--- src/rtl/mem_wb_stage_pkg.sv ---
// Shared CPU definitions for the Memory->Writeback boundary: pipeline bundle,
// data-bus request/response types, opcode constants and handshake state enum.
package mem_wb_stage_pkg;

  localparam int WORD_BITS = 32;
  localparam int REG_BITS  = 5;

  localparam logic [5:0] OP_SPECIAL = 6'h00;
  localparam logic [5:0] OP_JAL     = 6'h03;
  localparam logic [5:0] OP_BEQ     = 6'h04;
  localparam logic [5:0] OP_ADDIU   = 6'h09;
  localparam logic [5:0] OP_LW      = 6'h23;
  localparam logic [5:0] OP_SW      = 6'h2b;

  localparam logic [1:0] MSIZE1 = 2'd0;
  localparam logic [1:0] MSIZE2 = 2'd1;
  localparam logic [1:0] MSIZE4 = 2'd2;

  typedef struct packed {
    logic [5:0]           opcode;
    logic [5:0]           funct;
    logic [WORD_BITS-1:0] valE;
    logic [REG_BITS-1:0]  dstE;
    logic [REG_BITS-1:0]  dstM;
    logic [WORD_BITS-1:0] pc;
  } plr_w;

  typedef struct packed {
    logic                 valid;
    logic [WORD_BITS-1:0] addr;
    logic [1:0]           size;
    logic [3:0]           strobe;
    logic [WORD_BITS-1:0] data;
  } dbus_req_t;

  typedef struct packed {
    logic                 addr_ok;
    logic                 data_ok;
    logic [WORD_BITS-1:0] data;
  } dbus_resp_t;

  typedef enum logic [1:0] {
    IDLE      = 2'd0,
    WAIT_ADDR = 2'd1,
    WAIT_DATA = 2'd2
  } mwb_state_t;

  // A request with no byte strobes is a read.
  function automatic logic is_load(input dbus_req_t req);
    return (req.strobe == 4'h0);
  endfunction

endpackage

--- src/rtl/mem_wb_stage_dbus_fsm.sv ---
// Data-bus handshake sequencer: presents the Memory-stage request, tracks the
// outstanding access and produces the stall and access-complete signals.
module dbus_handshake_fsm
  import mem_wb_stage_pkg::*;
(
  input  logic       clk,
  input  logic       reset,
  input  logic       i_m_valid,
  input  dbus_req_t  i_m_req,
  input  dbus_resp_t i_dresp,
  output dbus_req_t  o_dreq,
  output logic       o_stall,
  output logic       o_complete
);

  mwb_state_t r_state;
  mwb_state_t w_next;
  dbus_req_t  w_dreq;
  logic       w_active;
  logic       w_complete;

  // state register
  always_ff @(posedge clk) begin
    if (reset) begin
      r_state <= IDLE;
    end else begin
      r_state <= w_next;
    end
  end

  // next state, bus request gating and completion detect
  always_comb begin
    w_next       = r_state;
    w_dreq       = i_m_req;
    w_dreq.valid = 1'b0;
    w_active     = 1'b0;
    w_complete   = 1'b0;
    case (r_state)
      IDLE, WAIT_ADDR: begin
        if ((r_state == WAIT_ADDR) || (i_m_valid && i_m_req.valid)) begin
          w_dreq.valid = 1'b1;
          w_active     = 1'b1;
          if (i_dresp.addr_ok && i_dresp.data_ok) begin
            w_complete = 1'b1;
            w_next     = IDLE;
          end else if (i_dresp.addr_ok) begin
            w_next = WAIT_DATA;
          end else begin
            w_next = WAIT_ADDR;
          end
        end else begin
          w_next = IDLE;
        end
      end
      WAIT_DATA: begin
        w_active = 1'b1;
        if (i_dresp.data_ok) begin
          w_complete = 1'b1;
          w_next     = IDLE;
        end else begin
          w_next = WAIT_DATA;
        end
      end
      default: begin
        w_next = IDLE;
      end
    endcase
    // Nothing is issued or completed while reset is held.
    if (reset) begin
      w_dreq.valid = 1'b0;
      w_active     = 1'b0;
      w_complete   = 1'b0;
    end else begin
      w_dreq.valid = w_dreq.valid;
    end
  end

  assign o_dreq     = w_dreq;
  assign o_complete = w_complete;
  assign o_stall    = w_active & ~w_complete;

endmodule

--- src/rtl/mem_wb_stage.sv ---
// Memory->Writeback stage: drives the data-bus handshake, holds the W pipeline
// register plus captured load data, and generates register-file writes.
module mem_wb_stage
  import mem_wb_stage_pkg::*;
#(
  parameter int WORD_W = WORD_BITS,
  parameter int REG_W  = REG_BITS
) (
  input  logic              clk,
  input  logic              reset,
  input  logic              m_valid,
  input  plr_w              m_bundle,
  input  dbus_req_t         m_req,
  input  logic              m_alu_ok,
  output dbus_req_t         dreq,
  input  dbus_resp_t        dresp,
  output logic              stall_m,
  output logic              w_valid,
  output plr_w              w_bundle,
  output logic              rf_we,
  output logic [REG_W-1:0]  rf_waddr,
  output logic [WORD_W-1:0] rf_wdata
);

  logic              w_complete;
  logic              r_w_valid;
  plr_w              r_w_bundle;
  logic [WORD_W-1:0] r_load_data;
  logic              r_alu_ok;

  dbus_handshake_fsm u_fsm (
    .clk        (clk),
    .reset      (reset),
    .i_m_valid  (m_valid),
    .i_m_req    (m_req),
    .i_dresp    (dresp),
    .o_dreq     (dreq),
    .o_stall    (stall_m),
    .o_complete (w_complete)
  );

  // W pipeline register: bubble while stalled, otherwise advance from M
  always_ff @(posedge clk) begin
    if (reset) begin
      r_w_valid   <= 1'b0;
      r_w_bundle  <= '0;
      r_load_data <= '0;
      r_alu_ok    <= 1'b0;
    end else if (!stall_m) begin
      r_w_valid  <= m_valid;
      r_w_bundle <= m_bundle;
      r_alu_ok   <= m_alu_ok;
      if (w_complete && is_load(m_req)) begin
        r_load_data <= dresp.data;
      end else begin
        r_load_data <= r_load_data;
      end
    end else begin
      r_w_valid <= 1'b0;
    end
  end

  // writeback select; r0 is never written
  always_comb begin
    rf_we    = 1'b0;
    rf_waddr = '0;
    rf_wdata = '0;
    if (r_w_bundle.opcode == OP_LW) begin
      rf_we    = r_w_valid;
      rf_waddr = r_w_bundle.dstM;
      rf_wdata = r_load_data;
    end else if (r_alu_ok) begin
      rf_we    = r_w_valid;
      rf_waddr = r_w_bundle.dstE;
      rf_wdata = r_w_bundle.valE;
    end else begin
      rf_we = 1'b0;
    end
    if (rf_waddr == '0) begin
      rf_we = 1'b0;
    end else begin
      rf_we = rf_we;
    end
  end

  assign w_valid  = r_w_valid;
  assign w_bundle = r_w_bundle;

endmodule

--- config.mk ---
export PLATFORM = sky130hd
export DESIGN_NAME = mem_wb_stage
export DESIGN_NICKNAME = d
export VERILOG_FILES = /design/src/rtl/mem_wb_stage_pkg.sv /design/src/rtl/mem_wb_stage_dbus_fsm.sv /design/src/rtl/mem_wb_stage.sv
export SDC_FILE = /design/constraint.sdc
export NUM_CORES = 1
export LEC_CHECK = 0
export CORE_AREA = 2 2 151 153
export DETAILED_ROUTE_END_ITERATION = 10
export DIE_AREA = 0 0 153 155
export SYNTH_ARGS = -nofsm -noshare
export SYNTH_HDL_FRONTEND = slang
export SYNTH_SLANG_ARGS = --single-unit
--- constraint.sdc ---
create_clock -name clk -period 4.5 [get_ports clk]
set_clock_uncertainty 0.05 [all_clocks]
set_input_delay 1.35 -clock clk [delete_from_list [all_inputs] [get_ports clk]]
set_output_delay 1.35 -clock clk [all_outputs]
set_load 0.01 [all_outputs]
==> results of run 1 <==
-- Yosys cell counts (all sizes together) --
cell type	number
nand2	250
a21oi	122
dfxtp	122
buf	106
nand3	71
o21ai	34
clkbuf	22
and3	2
inv	2
nor4	2
or4	2
a211o	1
and2	1
nor2	1
nor3	1
nor4b	1
o2111a	1
o2111ai	1
o31ai	1
-- metrics by stage --
stage               instance area [µm²]  worst slack (ns)  util [%]  hold WS [ns]  std cells
finish                             8330             0.302      37.5         0.399       1201
global route                       8330             0.171      37.5         0.408       1201
CTS                                8330             0.295      37.5         0.400       1201
detailed placement                 7720             0.309      34.7         0.393       1171
global placement                   7720             0.316      34.7         0.386       1171
floorplan                          5480              1.05         -         0.404        743
-- worst max-delay path: stages --
cell and delay, ns:
clkdlybuf4s50_1 0.46, a211o_4 0.38, nand3_4 0.07, inv_2 0.06, clkdlybuf4s50_1 0.48
-- worst max path at each step --
stage / endpoint / cells after the start / startpoint
2_1_floorplan: stall_m / 5 / reset
3_3_place_gp: stall_m / 5 / m_valid
3_5_place_dp: stall_m / 5 / dresp[33]
4_1_cts: stall_m / 5 / dresp[33]
5_1_grt: rf_waddr[3] / 6 / w_bundle[83]$_SDFFE_PP0N_
6_report: stall_m / 5 / m_valid
-- sequential cells by signal (all words and copies together), names as in the netlist --
signal	count
r_alu_ok	1
w_bundle	86
r_load_data	32
w_valid	1
u_fsm.r_state	2
-- power by group through the flow --
stage,clock network (mW),registers [mW],logic (mW)
floorplan,0,1.21,0.198
global placement,0,1.20,0.435
detailed placement,0,1.20,0.433
CTS,1.51,1.18,0.436
global route,1.55,1.19,0.466
finish,1.46,1.18,0.430
-- per-layer routing --
metal  up-vias  routed length (µm)  track usage (%)
li1       2694                   -                -
met1      2489                8370             19.9
met2       223                9200             26.4
met3        62                1570             5.85
met4         0                 744             8.42
met5         -                   0                0
-- final cells by class --
type                            instances  area (µm²)
Multi-Input combinational cell        491        2220
Sequential cell                       122        2440
Clock inverter                          8         143
Tap cell                              285         357
Clock buffer                           22         474
Timing Repair Buffer                  271        2690
Fill cell                            2308       13900
Inverter                                2        7.51
-- cells by family after synthesis --
| family | Yosys count | synth area share, % |
|---|---|---|
| flip-flops | 122 | 44.6 |
| AO/OA/AOI/OAI | 160 | 15.3 |
| AND/OR/NAND/NOR | 331 | 25.0 |
| buffers and inverters | 130 | 15.1 |
==> results by group, run 1 <==
Clock tree
  – Deepest clock path buffer count: 2
  – CTS Sinks: approximately 120
  – Post-CTS Hold Fix Bufs: 0
  – Clock-pin slew on the worst setup and hold paths: 0.05 ns
  – Post-CTS setup buffer count: 0
  – Post_cts resized: 0
  – Skew-Pair Late Insertion Delay: a little over 0.4 ns
  – CTS tree: done
  – Root buf cell: clkbuf_16
  – CTS H-tree lvls: 4
  – TritonCTS Buffers: 17

STA
  – Slew Limit Fails: 0
  – Final Hold Fails: 0
  – Max Fclk: 0.238 GHz
  – RSZ-0062 raised after global routing: false
  – Period utilization: a little over 90%
  – Slew HR: 31.6%
  – Slew @ Worst Pin: between 1 and 1.5 ns
  – Final setup vio count: 0
  – Setup TNS: 0 ns
  – Min Tclk post-route: about 4.2 ns

Routing
  – # DRC: 0
  – Vias: ~5.5k
  – Post-route ant nets: 0
  – Pre-antenna DRT Iters: 4
  – Post-DR vias/cell: 4.55
  – Drt initial violations: approximately 220
  – WL per Instance: roughly 17 µm
  – Total Wirelength: slightly below 20000 µm

Global routing
  – Global route total overflow: 0
  – Gr usage total: between 10% and 20%
  – Global-route wire length before repair: approximately 31000 µm
  – Vias in the first global route: about 5.5k
  – Largest net degree at the start of global routing: 88
  – Initial antenna violation count: 0

Synthesis
  – Top-area cell type share of the netlist area: ~45%
  – Sequential area share after synthesis: between 40 and 50%
  – Post-synth top area cell: dfxtp_1
  – FF+latch count, synth: 122
  – Mapped Cells: approximately 740
  – Post-Syn Nets: 938
  – Count of warnings emitted by yosys: 0
  – Cell area after technology mapping: 0.00548 mm²
  – Largest cells by area after synthesis: dfxtp_1 45%, nand2_1 17%, a21oi_1 11%, buf_4 9.7%, nand3_1 6.4%
  – Cell variety after synth: 28
  – Syn avg cell area: about 7.4 µm²

Power
  – Seq pwr share: a little under two fifths
  – Leakage: around 3.2 nW
  – Clock share of power: between 40 and 50%
  – Fraction of power spent switching nets: a little under a quarter
  – Pwr dens: between 300 and 400 mW/mm²
  – Power consumption: 3.07 mW
  – Power share of the combinational group: about 14%
  – Maximum vdd ir drop: 0.225 mV
  – Cell internal pwr: 2.34 mW
  – Psw: a little over 0.7 mW

Floorplan
  – Die Width: 153 µm
  – Rows: 55
  – IO Pins: 392
  – Core ar.: 0.0222 mm²
  – Starting density of the core: about 25%
  – Die area: 0.0237 mm²
  – Die Y: between 150 and 200 µm

Layout
  – Most common cell after layout, fill and taps aside: clkdlybuf4s50_1
  – Commonest cells after routing, fill and taps aside: 258 x clkdlybuf4s50_1, 250 x nand2_1, 121 x a21oi_1, 121 x dfxtp_1, 69 x nand3_1
  – Final layout net count: 1100
  – Share of cells above drive strength 1: between 5 and 6%
  – P&R area growth vs syn: 52.1%
  – # diodes: 0

Critical path
  – R2R Path Start: u_fsm.r_state[1]$_SDFF_PP0_
  – Arrival time at the worst endpoint: 2.80 ns
  – Critical path fanouts, max: 3
  – CP Launch Type: input pin
  – Reg2Reg Setup Slack: between 2 and 2.5 ns
  – FF-to-FF path depth: 5
  – Setup CP Type: in -> out
  – Worst r2r dst: w_valid$_SDFF_PP0_
  – Critical path required time: between 3 and 4 ns
  – Critical path endpoint category: primary output

Placement
  – GP Congestion: between 0.7 and 0.8
  – Buffers on Ports: approximately 260
  – Dpl hpwl: 13400 µm

Flow run
  – Max cap viols: 0

Hold path
  – Worst hold endpoint: w_bundle[29]$_SDFFE_PP0N_
  – HP Class: reg -> reg
  – WHS Path Cells: 2
  – Hold_sp: w_bundle[29]$_SDFFE_PP0N_

Outcome
  – Status: finished, final reports clean
Note: power is estimated with default switching activity, not from simulation.
==> inputs of run 2 (changes only) <==
--- a/config.mk
+++ b/config.mk
@@ -5,9 +5,10 @@
 export SDC_FILE = /design/constraint.sdc
 export NUM_CORES = 1
 export LEC_CHECK = 0
-export CORE_AREA = 2 2 151 153
+export CAP_MARGIN = 20
+export CORE_MARGIN = 2
+export CORE_UTILIZATION = 25
 export DETAILED_ROUTE_END_ITERATION = 10
-export DIE_AREA = 0 0 153 155
 export SYNTH_ARGS = -nofsm -noshare
 export SYNTH_HDL_FRONTEND = slang
 export SYNTH_SLANG_ARGS = --single-unit
==> results by group, run 2 (synthesis gave the netlist of run 1 again) <==
Clock tree
  – CTS H-tree lvls: 4
  – Post-CTS Hold Fix Bufs: 0
  – Skew-Pair Late Insertion Delay: 0.41 ns
  – Post-CTS setup buffer count: 0
  – Root buf cell: clkbuf_16
  – Deepest clock path buffer count: 2
  – CTS Sinks: 122
  – Clock-pin slew on the worst setup and hold paths: around 0.05 ns
  – TritonCTS Buffers: 17
  – Post_cts resized: 0
  – CTS tree: done

Critical path
  – Critical path endpoint category: primary output
  – R2R Path Start: u_fsm.r_state[1]$_SDFF_PP0_
  – Crit-path most repeated cell: clkdlybuf4s50_1
  – Crit path from: m_valid
  – Crit-path slowest cell: clkdlybuf4s50_1
  – FF-to-FF path depth: 6
  – CP Launch Type: input pin
  – Setup CP Type: in -> out
  – Crit path cell chain: clkdlybuf4s50_1 > a211o_4 > nand3_4 > inv_2 > clkdlybuf4s50_1
  – Arrival time at the worst endpoint: 2.83 ns
  – Critical path required time: between 3 and 4 ns
  – CP peak stage delay: about 0.47 ns
  – Critical path fanouts, max: 3

Layout
  – P&R area growth vs syn: 52.1%
  – Final Non-Filler Cells: 1201
  – Commonest cells after routing, fill and taps aside: 258 x clkdlybuf4s50_1, 250 x nand2_1, 121 x a21oi_1, 121 x dfxtp_1, 69 x nand3_1
  – Max FFs per register: between 80 and 90
  – Filler cells: 2264
  – Multi-input gate area: approximately 0.0022 mm²
  – # diodes: 0
  – Register area: between 0.002 and 0.0025 mm²
  – Most common cell after layout, fill and taps aside: clkdlybuf4s50_1
  – Final layout net count: 1103
  – Final core utilization: 38.4%
  – Fin area: approximately 0.0083 mm²
  – Share of cells above drive strength 1: between 6 and 7%

Power
  – Power consumption: 3.00 mW
  – Pwr dens: 360 mW/mm²
  – Leakage: approximately 3.2 nW
  – Maximum vdd ir drop: between 0.2 and 0.25 mV

STA
  – Slew HR: approximately 35%
  – Period utilization: ~94%
  – Hold slack: between 0.3 and 0.4 ns
  – RSZ-0062 raised after global routing: false
  – Slew Limit Fails: 0
  – Setup TNS: 0 ns
  – Slew @ Worst Pin: about 0.97 ns
  – Final Hold Fails: 0
  – Worst Slack Setup Final: around 0.27 ns
  – Final setup vio count: 0
  – Min Tclk post-route: approximately 4.2 ns
  – Max Fclk: approximately 0.24 GHz

Placement
  – Post-DP Area: 0.00772 mm²
  – Dpl hpwl: 13800 µm
  – Placed instance count: 1168
  – Buffers on Ports: approximately 260
  – GP Congestion: approximately 0.76
  – Dpl ws: 0.265 ns

Routing
  – WL per Instance: 16.9 µm
  – Post-DR vias/cell: around 4.6
  – Drt initial violations: between 200 and 300
  – Total Wirelength: 20300 µm
  – Post-route ant nets: 0
  – Vias: around 5.5k
  – Pre-antenna DRT Iters: 4
  – # DRC: 0

Floorplan
  – Die area: about 0.023 mm²
  – Die Width: 152 µm
  – Rows: 54
  – Starting density of the core: between 20% and 30%
  – Core ar.: between 0.02 and 0.025 mm²
  – Die Y: roughly 150 µm
  – IO Pins: between 300 and 400

Global routing
  – Initial antenna violation count: 0
  – Vias in the first global route: 5464
  – Largest net degree at the start of global routing: 87
  – Global-route wire length before repair: around 31000 µm
  – Global route total overflow: 0
  – Gr usage total: 17.2%

Hold path
  – Hold_sp: w_bundle[74]$_SDFFE_PP0N_
  – HP Class: reg -> reg
  – WHS Path Cells: 2

Outcome
  – Status: finished, final reports clean

Flow run
  – Max cap viols: 0
[run 2: cell type report]
type	count	share of cell area [%]
Clock inverter	13	1.74
Inverter	2	0.0900
Clock buffer	19	5.43
Multi-Input combinational cell	491	26.6
Timing Repair Buffer	274	32.7
Tap cell	280	4.20
Sequential cell	122	29.3
[run 2: final timing paths]
| kind | end | slack, ns |
|---|---|---|
| setup reg to reg | w_bundle[73]$_SDFFE_PP0N_ | 2.25 |
| hold reg to reg | w_bundle[74]$_SDFFE_PP0N_ | 0.40 |
| setup / recovery | stall_m | 0.27 |
| hold / removal | w_bundle[74]$_SDFFE_PP0N_ | 0.40 |
[run 2: per-layer routing]
metal | wire length [µm] | vias up | global-route usage (%)
li1 | - | 2702 | -
met1 | 8210 | 2560 | 19.6
met2 | 9720 | 204 | 28.2
met3 | 1590 | 57 | 6.47
met4 | 742 | 0 | 8.37
met5 | 0 | - | 0
[run 2: critical path, delay by kind of cell]
kind / cells / cell delay [ns]
buffers and inverters: 3 / 1.00
AO/OA/AOI/OAI: 1 / 0.40
AND/OR/NAND/NOR: 1 / 0.07
[run 2: power breakdown]
group	switching [mW]	internal (mW)	total [mW]
combinational	0.186	0.247	0.433
sequential	0.0434	1.13	1.18
clock	0.538	0.848	1.39
